`src/rtl/bit_serial_add_ctrl_pkg.sv`:
```
// Shared PE definitions: sequencer state encoding and default operand width.
package pe_pkg;

  localparam int DEF_WIDTH = 8;

  typedef enum logic [1:0] {
    IDLE = 2'd0,
    RUN  = 2'd1,
    DONE = 2'd2
  } pe_state_e;

endpackage

```
`src/rtl/bit_serial_add_ctrl_fa_slice.sv`:
```
// Single-bit full adder slice, time-shared by the serial add sequencer.
module serial_fa_slice (
  input  logic a,
  input  logic b,
  input  logic ci,
  output logic s,
  output logic co
);

  // Sum and majority carry of the three inputs.
  always_comb begin
    s  = a ^ b ^ ci;
    co = (a & b) | (a & ci) | (b & ci);
  end

endmodule

```
`src/rtl/bit_serial_add_ctrl.sv`:
```
// Bit-serial add/subtract sequencer: one full-adder slice plus carry flop,
// operands processed LSB-first over WIDTH cycles.
module bit_serial_add_ctrl
  import pe_pkg::*;
#(
  parameter  int WIDTH = DEF_WIDTH,
  localparam int CNT_W = $clog2(WIDTH + 1)
) (
  input  logic             clk,
  input  logic             rst,
  input  logic             in_valid,
  output logic             in_ready,
  input  logic [WIDTH-1:0] in_a,
  input  logic [WIDTH-1:0] in_b,
  input  logic             in_sub,
  output logic             out_valid,
  input  logic             out_ready,
  output logic [WIDTH-1:0] out_sum,
  output logic             out_cout,
  output logic             out_ovf
);

  pe_state_e        state_q, state_d;
  logic [CNT_W-1:0] cnt_q;
  logic             carry_q;
  logic [WIDTH-1:0] a_sh, b_sh;
  logic [WIDTH-1:0] sum_q, sum_d;
  logic             cout_q, ovf_q;
  logic             fa_s, fa_co;
  logic             last_bit;

  assign last_bit = (cnt_q == CNT_W'(WIDTH - 1));

  serial_fa_slice u_fa (
    .a  (a_sh[0]),
    .b  (b_sh[0]),
    .ci (carry_q),
    .s  (fa_s),
    .co (fa_co)
  );

  // State register.
  always_ff @(posedge clk or posedge rst) begin
    if (rst) state_q <= IDLE;
    else     state_q <= state_d;
  end

  // Next-state logic and handshake outputs.
  // NOTE: every always_comb output gets a default first so no path can infer a latch.
  always_comb begin
    state_d   = state_q;
    in_ready  = 1'b0;
    out_valid = 1'b0;
    case (state_q)
      IDLE: begin
        in_ready = 1'b1;
        if (in_valid) state_d = RUN;
      end
      RUN:  if (last_bit) state_d = DONE;
      DONE: begin
        out_valid = 1'b1;
        if (out_ready) state_d = IDLE;
      end
      default: state_d = IDLE;
    endcase
  end

  // New result bit enters at the MSB while earlier bits move toward the LSB.
  always_comb begin
    sum_d            = sum_q >> 1;
    sum_d[WIDTH-1]   = fa_s;
  end

  // Operand shifting, carry chain, bit counter and result flags.
  // NOTE: sequential state uses non-blocking assignments so every flop samples pre-edge values.
  always_ff @(posedge clk or posedge rst) begin
    if (rst) begin
      cnt_q   <= '0;
      carry_q <= 1'b0;
      a_sh    <= '0;
      b_sh    <= '0;
      sum_q   <= '0;
      cout_q  <= 1'b0;
      ovf_q   <= 1'b0;
    end else begin
      case (state_q)
        IDLE: if (in_valid) begin
          // Subtraction is A + ~B + 1: invert B and seed the carry with 1.
          a_sh    <= in_a;
          b_sh    <= in_sub ? ~in_b : in_b;
          carry_q <= in_sub;
          cnt_q   <= '0;
        end
        RUN: begin
          a_sh    <= a_sh >> 1;
          b_sh    <= b_sh >> 1;
          sum_q   <= sum_d;
          carry_q <= fa_co;
          if (last_bit) begin
            // Sign-bit carry-in vs carry-out disagreeing means signed overflow.
            cout_q <= fa_co;
            ovf_q  <= carry_q ^ fa_co;
          end else begin
            cnt_q <= cnt_q + CNT_W'(1);
          end
        end
        default: ;
      endcase
    end
  end

  assign out_sum  = sum_q;
  assign out_cout = cout_q;
  assign out_ovf  = ovf_q;

endmodule

```
`config.mk`:
```
export PLATFORM = sky130hd
export DESIGN_NAME = bit_serial_add_ctrl
export DESIGN_NICKNAME = d
export VERILOG_FILES = /design/src/rtl/bit_serial_add_ctrl_pkg.sv /design/src/rtl/bit_serial_add_ctrl_fa_slice.sv /design/src/rtl/bit_serial_add_ctrl.sv
export SDC_FILE = /design/constraint.sdc
export NUM_CORES = 1
export LEC_CHECK = 0
export ABC_AREA = 1
export ABC_CLOCK_PERIOD_IN_PS = 3800
export BUFFER_PORTS_ARGS = -buffer_cell sky130_fd_sc_hd__buf_2
export CAP_MARGIN = 20
export CORE_AREA = 3 3 62 64
export DETAILED_ROUTE_END_ITERATION = 12
export DIE_AREA = 0 0 65 67
export GPL_TIMING_DRIVEN = 0
export PLACE_DENSITY = 0.72
export SYNTH_ARGS = -nofsm -noshare
export SYNTH_HDL_FRONTEND = slang
export SYNTH_SLANG_ARGS = --single-unit
```
`constraint.sdc`:
```
create_clock -name clk -period 3.8 [get_ports clk]
set_input_delay 0.19 -clock clk [delete_from_list [all_inputs] [get_ports clk]]
set_output_delay 0.19 -clock clk [all_outputs]
set_load 0.03 [all_outputs]
```
**Word-level counts from Yosys, hierarchy flattened**

Cells that the tools add are included.

- Register bits: 33

- $add $sub $neg: 1
- Eq/ne operators: 7
- Multiplexer cells: 16
- Bitwise logic cells: 9
- Reduce and logical (&&, ||, !) cells: 6

Operators by type and width:

| operator | count |
|---|---|
| $pmux W8 S2 | 2 |
| $mux W8 | 3 |
| $mux W4 | 2 |
| $ne A2 B2 Y1 const B | 4 |
| $not A8 Y8 | 1 |
| $pmux W4 S2 | 1 |
| $mux W2 | 3 |
| $pmux W2 S3 | 1 |
| $reduce_and A3 Y1 | 2 |
| $add A4 B1 Y4 const B | 1 |
| $eq A4 B3 Y1 const B | 1 |
| $reduce_and A2 Y1 | 2 |
| $and A1 B1 Y1 | 3 |
| $mux W1 | 3 |
| $xor A1 B1 Y1 | 3 |
| $eq A2 B1 Y1 const B | 1 |
| $eq A2 B2 Y1 const B | 1 |
| $logic_not A2 Y1 | 1 |
| $or A1 B1 Y1 | 2 |
| $pmux W1 S2 | 1 |
| $reduce_bool A2 Y1 | 1 |

**Depth between registers and ports, before layout**

Gate-level depths: netlist (run 1).

- Depth after elaboration: 4
- Gate-level depth with buffers: 8

**By module**

From an unflattened synthesis (run 1), not the netlist that was laid out.

- Cells, all modules: 216
- Area total of the unflattened synthesis: 1652.8 um^2

Modules (own cells, without submodules):

| module | times used | cells each | area each (um^2) | sequential area each (um^2) |
|---|---|---|---|---|
| bit_serial_add_ctrl | 1 | 215 | 1632.8 | 825.8 |
| serial_fa_slice | 1 | 1 | 20.0 | 0.0 |

**Worst setup path after synthesis (run 1)**

No wires, ideal clock.

- Path type: flip-flop to flip-flop
- Start point: reg state_q[0]
- End point: reg cnt_q[2]
- Setup time: 0.117 ns
- Arrival: 1.394 ns
- Required time: 3.683 ns
- Setup slack: 2.290 ns
- Stages on the path, launching flop included: 8
- Period minus slack after synthesis: 1.510 ns
- Cell sequence: dfrtp_1 -> buf_6 -> nor2_1 -> nand2_1 -> nand2_2 -> inv_1 -> nand2_1 -> nand2_1

- Longest elaborated chain between the ends: 3

RTL lines:

| what | line | text |
|---|---|---|
| from (decl) | bit_serial_add_ctrl.sv:23 | `pe_state_e state_q, state_d;` |
| from (signal assigned) | bit_serial_add_ctrl.sv:45 | `else state_q <= state_d;` |
| $eq A2 B1 Y1 or $logic_not A2 Y1 (tied branches) | bit_serial_add_ctrl.sv:86 | `case (state_q)` |
| $ne A2 B2 Y1 (no line) or $reduce_bool A2 Y1 (tied branches) | - |  |
| $reduce_and A3 Y1 (no line) | - |  |
| to (signal assigned) | bit_serial_add_ctrl.sv:104 | `cnt_q <= cnt_q + CNT_W'(1);` |
| to (decl) | bit_serial_add_ctrl.sv:24 | `logic [CNT_W-1:0] cnt_q;` |

Several ways; a longest one is shown, not always the timed one.
A chain may end at the register's enable or synchronous reset.

**Worst setup path in the final report (run 1)**

- Start point: reg state_q[0]
- End point: out in_ready

- Longest elaborated chain between the ends: 2

RTL lines:

| what | line | text |
|---|---|---|
| $logic_not A2 Y1 | bit_serial_add_ctrl.sv:54 | `case (state_q)` |
| $mux W1 | bit_serial_add_ctrl.sv:54 |  |
| to (decl) | bit_serial_add_ctrl.sv:12 | `output logic in_ready,` |

Every way passes these cells.

==> results of run 1 <==
==> critical path, cell delays in order, from the launching register on <==
cell and delay (ns):
dfrtp_1 0.38, buf_6 0.14, nor2_1 0.17, buf_2 0.23
==> final timing paths <==
path / startpoint / to / slack, ns / cells after the start
setup reg to reg: carry_q$_DFFE_PP0P_ / out_ovf$_DFFE_PP0P_ / 2.53 / 3
hold reg to reg: a_sh[7]$_DFFE_PP0P_ / a_sh[7]$_DFFE_PP0P_ / 0.48 / 2
min in group asynchronous: rst / b_sh[0]$_DFFE_PP0P_ / 0.39 / 3
hold / removal: out_ready / state_q[1]$_DFFE_PP0P_ / 0.03 / 2
max in group asynchronous: rst / state_q[0]$_DFFE_PP0P_ / 2.92 / 4
setup / recovery: state_q[0]$_DFFE_PP0P_ / in_ready / 2.36 / 3
==> metrics by stage <==
step | std cells | util (%) | hold slack [ns]
finish | 283 | 59.21 | 0.02839
global route | 283 | 59.21 | 0.005133
floorplan | 196 | - | 0.2873
CTS | 283 | 59.21 | 0.02684
detailed placement | 274 | 57.37 | 0.2318
global placement | 273 | 56.54 | 0.3937
==> final cells by class <==
type                    instances  area (um2)  share of cell area, %
flip-flops and latches         33       825.8                  41.80
multi-input cells             142       720.7                  36.48
repair buffers                 33       192.7                  9.753
plain buffers                   7       70.07                  3.547
inverters                      14       57.56                  2.913
well taps                      46       57.56                  2.913
clock buffers                   6       41.29                  2.090
clock inverters                 2       10.01                 0.5067
==> sequential cells by signal, summed over array words and instances (netlist names) <==
| name | flops |
|---|---|
| out_cout | 1 |
| carry_q | 1 |
| b_sh | 8 |
| out_ovf | 1 |
| a_sh | 8 |
| out_sum | 8 |
| cnt_q | 4 |
| state_q | 2 |
==> cells by family (layout without fill, tap and decap cells) <==
family,Yosys count,count (layout),synth area share (%)
AOI/OAI and AO/OA,29,29,11.81
xor gates and xnor gates,2,2,1.047
adders and majority gates,2,2,1.943
buffers and inverters,21,62,7.623
and+or+nand+nor,109,109,28.25
DFF,33,33,49.33
==> synthesized netlist by cell type <==
cell type / number
a21oi_1: 7
buf_2: 2
buf_6: 4
buf_8: 1
dfrtp_1: 33
fa_1: 1
ha_1: 1
inv_1: 12
inv_4: 2
nand2_1: 74
nand2_2: 1
nand2_4: 2
nand2_8: 1
nand3_1: 13
nor2_1: 14
nor2_2: 1
nor2_4: 1
nor3_1: 1
o211ai_2: 6
o21ai_0: 11
o21ai_1: 2
o21ai_2: 1
o22ai_1: 1
o31ai_1: 1
or2_2: 1
xnor2_1: 2
==> layer usage <==
| layer | global-route usage, % | share of wire [%] | vias to the layer above |
|---|---|---|---|
| met5 | 0 | 0 | - |
| met4 | 6.332 | 1.5 | 0 |
| met3 | 5.565 | 4.4 | 7 |
| met2 | 28.61 | 47 | 26 |
| met1 | 23.72 | 47 | 617 |
| li1 | - | - | 709 |
==> cells in the final DEF (no fill, tap or decap), drive strengths merged <==
master,Yosys,routed
o211ai,6,6
dfrtp,33,33
nand3,13,13
or2,1,1
o21ai,14,14
nor3,1,1
nand2,78,78
o22ai,1,1
dlygate4sd3,0,1
buf,7,39
clkbuf,0,6
xnor2,2,2
fa,1,1
inv,14,14
nor2,16,16
o31ai,1,1
ha,1,1
a21oi,7,7
clkinv,0,2
==> power breakdown <==
| part | leakage [nW] | internal [mW] | switching (mW) |
|---|---|---|---|
| logic | 0.608 | 0.317 | 0.507 |
| clock network | 0.0320 | 0.0704 | 0.117 |
| registers | 0.411 | 0.514 | 0.107 |
==> summary.txt, run 1 <==
Status
  • Status: complete, no violations

Logic synthesis
  • Syn_nets: 219
  • Cell variety after synth: 26
  • Synth Register Bits: 33
  • Mapped Area: 1674 um2
  • Top cell type's share of synthesized area: 49.33%
  • Top cells by area, synth: dfrtp_1 (49%), nand2_1 (17%), o211ai_2 (4.5%), nand3_1 (3.9%), o21ai_0 (3.3%)
  • Synth Instances: 196
  • Yosys warning count: 0
  • Seq/Total Area, Yosys: 49.33%
  • Yosys top cell by area: dfrtp_1
  • Mapped Avg Cell Area: 8.541 um2

Die
  • Std-Cell Rows: 21
  • Initial Util: 50.17%
  • Die width: 65 um
  • DIE AREA: 4355 um2
  • Core Area: 3337 um2
  • Die H: approximately 67 um
  • I/O pins: 33

Place
  • Placer congestion estimate: roughly 0.76
  • PortBufs: 31
  • DP HPWL: 2.480 mm
  • Place WS: 2.528 ns
  • Placed Area: 1914 um2

Final layout
  • Synth-to-Final Area Change: 18.01%
  • ANT cells: 0
  • Filler cells: 338
  • Final net count: approximately 260
  • Post-route cell area: approximately 2000 um2
  • Fraction of final layout cells sized beyond drive strength 1: 26.16%

Global route
  • Vias in the first global route: roughly 1.3k
  • Tot GR Track Use: 18.20%
  • Largest net degree at the start of global routing: 24
  • GRT overflow: 0
  • Initial antenna violation count: 0
  • First-pass GRT wire length: 5.961 mm

Critical path
  • Worst EP required: ~3.6 ns
  • Crit-path max FO: 6
  • Worst Path Arrival: 1.25 ns
  • WS Path Type: reg2out
  • Crit path launch type: register
  • Crit. End Element: primary output

Clocking
  • Root buffer cell: clkbuf_4
  • CTS clock-pin slew for the worst setup and hold paths: 0.11 ns
  • CTS buffer count: 5
  • Worst-Skew Late Latency: around 0.34 ns
  • Clk buf depth: 2
  • Post-CTS setup buffers: 0
  • Hold_buf cts: 1
  • H-tree depth: 2
  • CTS tree: done
  • CTS Sinks: 33
  • Post_cts resized: 0

Timing
  • Slew @ Worst Pin: a little over 0.5 ns
  • Worst Skew: about 0.015 ns
  • Final Hold Fails: 0
  • Crit path time final: roughly 1.4 ns
  • Tcrit/Tclk final: roughly 38%
  • Max Clk Rate: roughly 700 MHz
  • Final setup vio count: 0
  • Final TNS setup: 0 ns
  • Rel. slew slack: roughly two thirds
  • PnR worst setup slack: 2.360 ns
  • RSZ-0062 raised after global routing: no
  • Max-slew violation count: 0

Route
  • Initial DRC Count: 78
  • Final WL: 3.288 mm
  • Vias: 1359
  • Vias per inst: 4.802
  • Drt wl/cell: 11.62 um
  • Drc violations: 0
  • Routed Antenna Nets: 0
  • 1st-pass router iterations: 4

Hold path
  • Hold Path Class: in2reg

Power
  • Overall Power: 1.633 mW
  • Worst VDD drop: 0.3773 mV
  • Leak: 1.051 nW
  • Pwr dens: 826.7 nW/um2

Flow run
  • Max-cap violations: 0
Power figures use the tool's default switching activity.
==> run 2, diff against run 1 <==
Settings changed: ABC_CLOCK_PERIOD_IN_PS 3800 to 1300, CORE_AREA 3 3 62 64 to 3 3 63 65, DIE_AREA 0 0 65 67 to 0 0 66 68, PLACE_DENSITY 0.72 to 0.73.
Clock period 3.8 ns to 1.3 ns, I/O delays scaled along.
==> run 2 against run 1 <==
- total power rose to 3.3 times the previous value
- global-route usage rose by 0.16 points
- critical endpoint unchanged
- via count rose by 5.5%
- non-clock buffer count rose by 4
- clock power rose to 5.1 times the previous value
- critical path type unchanged
- design area rose by 6.4%
- largest cell class unchanged
- worst hold slack barely moved
- worst setup slack got worse by 2.3 ns
==> summary.txt, run 2 (synthesis gave the netlist of run 1 again) <==
Status
  • Status: complete, no violations (unchanged)

Timing
  • Final Hold Fails: 0 (unchanged)
  • Max Clk Rate: 823.4 MHz
  • RSZ-0062 raised after global routing: no (unchanged)
  • Final setup vio count: 0 (unchanged)
  • Tcrit/Tclk final: between 90 and 100%
  • Worst Skew: 0.004242 ns (was 0.01482 ns)
  • Max-slew violation count: 0 (unchanged)
  • Crit path time final: around 1.2 ns
  • Final TNS setup: 0 ns (unchanged)
  • PnR worst setup slack: 0.08550 ns (was 2.360 ns)
  • Slew @ Worst Pin: 0.4839 ns (was 0.5078 ns)
  • Rel. slew slack: 67.71% (was 66.14%)

Final layout
  • Final core occ: 62.02% (was 59.21%)
  • Filler cells: 309 (was 338)
  • Commonest non-fill, non-tap cell in the layout: nand2_1 (unchanged)
  • FF+latch area: 827.0 um2 (was 825.8 um2)
  • ANT cells: 0 (unchanged)
  • Final net count: 263 (was 259)
  • Area of the multi-input gates: 748.2 um2 (was 720.7 um2)
  • Most frequent cells in the layout: nand2_1 (73), dfrtp_1 (32), buf_2 (31) (was nand2_1 (74), buf_2 (33), dfrtp_1 (33))
  • Synth-to-Final Area Change: 25.56% (was 18.01%)
  • Fraction of final layout cells sized beyond drive strength 1: 29.46% (was 26.16%)

Power
  • Seq pwr share: 34.2% (was 38.0%)
  • Comb pwr share: 47.7% (was 50.5%)
  • Overall Power: 5.315 mW (was 1.633 mW)
  • Switch Pwr: 2.207 mW (was 0.7320 mW)
  • Worst VDD drop: 1.044 mV (was 0.3773 mV)
  • Internal power: 3.107 mW (was 0.9013 mW)
  • Leak: 1.094 nW (was 1.051 nW)
  • Switching share of power: 41.53% (was 44.82%)
  • Pwr dens: 2528 nW/um2 (was 826.7 nW/um2)
  • Clock power share: 18.1% (was 11.5%)

Place
  • Place WS: 0.04269 ns (was 2.528 ns)
  • Placer congestion estimate: 0.7805 (was 0.7646)
  • PortBufs: 31 (unchanged)
  • DP HPWL: 2.462 mm (was 2.480 mm)

Global route
  • Initial antenna violation count: 0 (unchanged)
  • First-pass GRT wire length: 6.175 mm (was 5.961 mm)
  • Largest net degree at the start of global routing: 24 (unchanged)
  • Vias in the first global route: 1369 (was 1331)
  • GRT overflow: 0 (unchanged)
  • Tot GR Track Use: 18.36% (was 18.20%)

Route
  • Initial DRC Count: 79 (was 78)
  • Routed Antenna Nets: 0 (unchanged)
  • Vias per inst: 4.997 (was 4.802)
  • Drt wl/cell: 11.80 um (was 11.62 um)
  • Vias: 1434 (was 1359)
  • 1st-pass router iterations: 5 (was 4)
  • Drc violations: 0 (unchanged)
  • Final WL: 3.386 mm (was 3.288 mm)

Hold path
  • Hold path cells: 3 (was 2)
  • Hold endpoint: a_sh[6]$_DFFE_PP0P_ (was state_q[1]$_DFFE_PP0P_)
  • Hold Path Class: in2reg (unchanged)
  • Worst Hold Launch: in_a[6] (was out_ready)

Clocking
  • CTS clock-pin slew for the worst setup and hold paths: 0.11 ns (about the same)
  • Root buffer cell: clkbuf_4 (unchanged)
  • Worst-Skew Late Latency: 0.33 ns (was 0.34 ns)
  • H-tree depth: 2 (unchanged)
  • CTS tree: done (unchanged)
  • Clk buf depth: 2 (unchanged)
  • CTS buffer count: 5 (unchanged)
  • CTS Sinks: 33 (unchanged)

Die
  • Die width: 66 um (was 65 um)
  • Die H: 68 um (was 67 um)
  • Core Area: 3390 um2 (was 3337 um2)
  • I/O pins: 33 (unchanged)
  • Initial Util: 49.39% (was 50.17%)
  • Std-Cell Rows: 21 (unchanged)
  • DIE AREA: 4488 um2 (was 4355 um2)

Critical path
  • Crit. End Element: primary output (unchanged)
  • Worst flop-to-flop path endpoint: out_ovf$_DFFE_PP0P_ (unchanged)
  • WS Path Type: reg2out (unchanged)
  • Crit-path max FO: 6 (unchanged)
  • Worst r2r src: carry_q$_DFFE_PP0P_ (unchanged)
  • Cell depth of the worst flop-to-flop path: 3 (unchanged)
  • Flop-to-flop setup slack: 0.10 ns (was 2.53 ns)
  • Crit path launch type: register (unchanged)
  • Worst EP required: 1.24 ns (was 3.61 ns)
  • Worst Path Arrival: 1.15 ns (was 1.25 ns)

Flow run
  • Max-cap violations: 0 (unchanged)
## run 2: cell types whose count changed in the layout (fill, tap and decap cells not counted), sizes merged
cell,before,now
bufinv,0,2
clkbuf,6,5
buf,39,41
dlygate4sd3,1,3
clkinv,2,1
## run 2: area by class of cell
| type | count | area share, % |
|---|---|---|
| inverters | 14 | 2.857 |
| plain buffers | 7 | 3.333 |
| clock buffers | 5 | 1.786 |
| multi-input cells | 142 | 35.60 |
| clock inverters | 3 | 3.095 |
| flip-flops and latches | 33 | 39.35 |
| repair buffers | 37 | 11.25 |
| well taps | 46 | 2.738 |
## run 2: power by group through the flow
stage               combinational [mW]  clock [mW]  sequential (mW)
finish                            2.53       0.962             1.82
global route                      2.87        1.04             1.89
CTS                               2.47       0.971             1.82
detailed placement                2.45           0             1.85
global placement                  2.39           0             1.83
floorplan                         1.66           0             2.05
## run 2: metrics by stage
stage               cells  area [um2]  hold slack (ns)
finish                287        2102          0.02845
global route          287        2102          0.01404
CTS                   285        2056         0.009557
detailed placement    274        1922           0.1040
global placement      273        1894           0.2497
floorplan             196        1682           0.1625
## run 2: worst max-delay path by stage
| stage | startpoint | to | slack (ns) | depth (start not counted) |
|---|---|---|---|---|
| 2_1_floorplan | carry_q$_DFFE_PP0P_ | out_ovf$_DFFE_PP0P_ | 0.08 | 3 |
| 3_3_place_gp | carry_q$_DFFE_PP0P_ | out_ovf$_DFFE_PP0P_ | 0.04 | 3 |
| 3_5_place_dp | carry_q$_DFFE_PP0P_ | out_ovf$_DFFE_PP0P_ | 0.04 | 3 |
| 4_1_cts | state_q[0]$_DFFE_PP0P_ | in_ready | 0.03 | 3 |
| 5_1_grt | state_q[0]$_DFFE_PP0P_ | cnt_q[0]$_DFFE_PP0P_ | 0.004 | 7 |
| 6_report | state_q[0]$_DFFE_PP0P_ | in_ready | 0.09 | 3 |
## run 2: metal layers
layer	up-vias	track usage, %	routed length [um]
met2	32	30.04	1609
met5	-	0	0
met1	685	23.10	1578
met4	0	5.330	21
li1	715	-	-
met3	2	6.404	176
## run 2: what timing repair did
action / CTS / global route
buffers inserted: 0 / 2
hold buffers: 3 / 0
endpoints found under the hold margin: 12 / 0
gates cloned: 0 / 0
gates resized for setup: 1 / 11
setup endpoints to repair: 1 / 14
## run 2: critical path, cell delays in order, from the launching register on
cell     delay (ns)
dfrtp_1        0.39
buf_6          0.15
nor2_4         0.14
buf_6          0.14
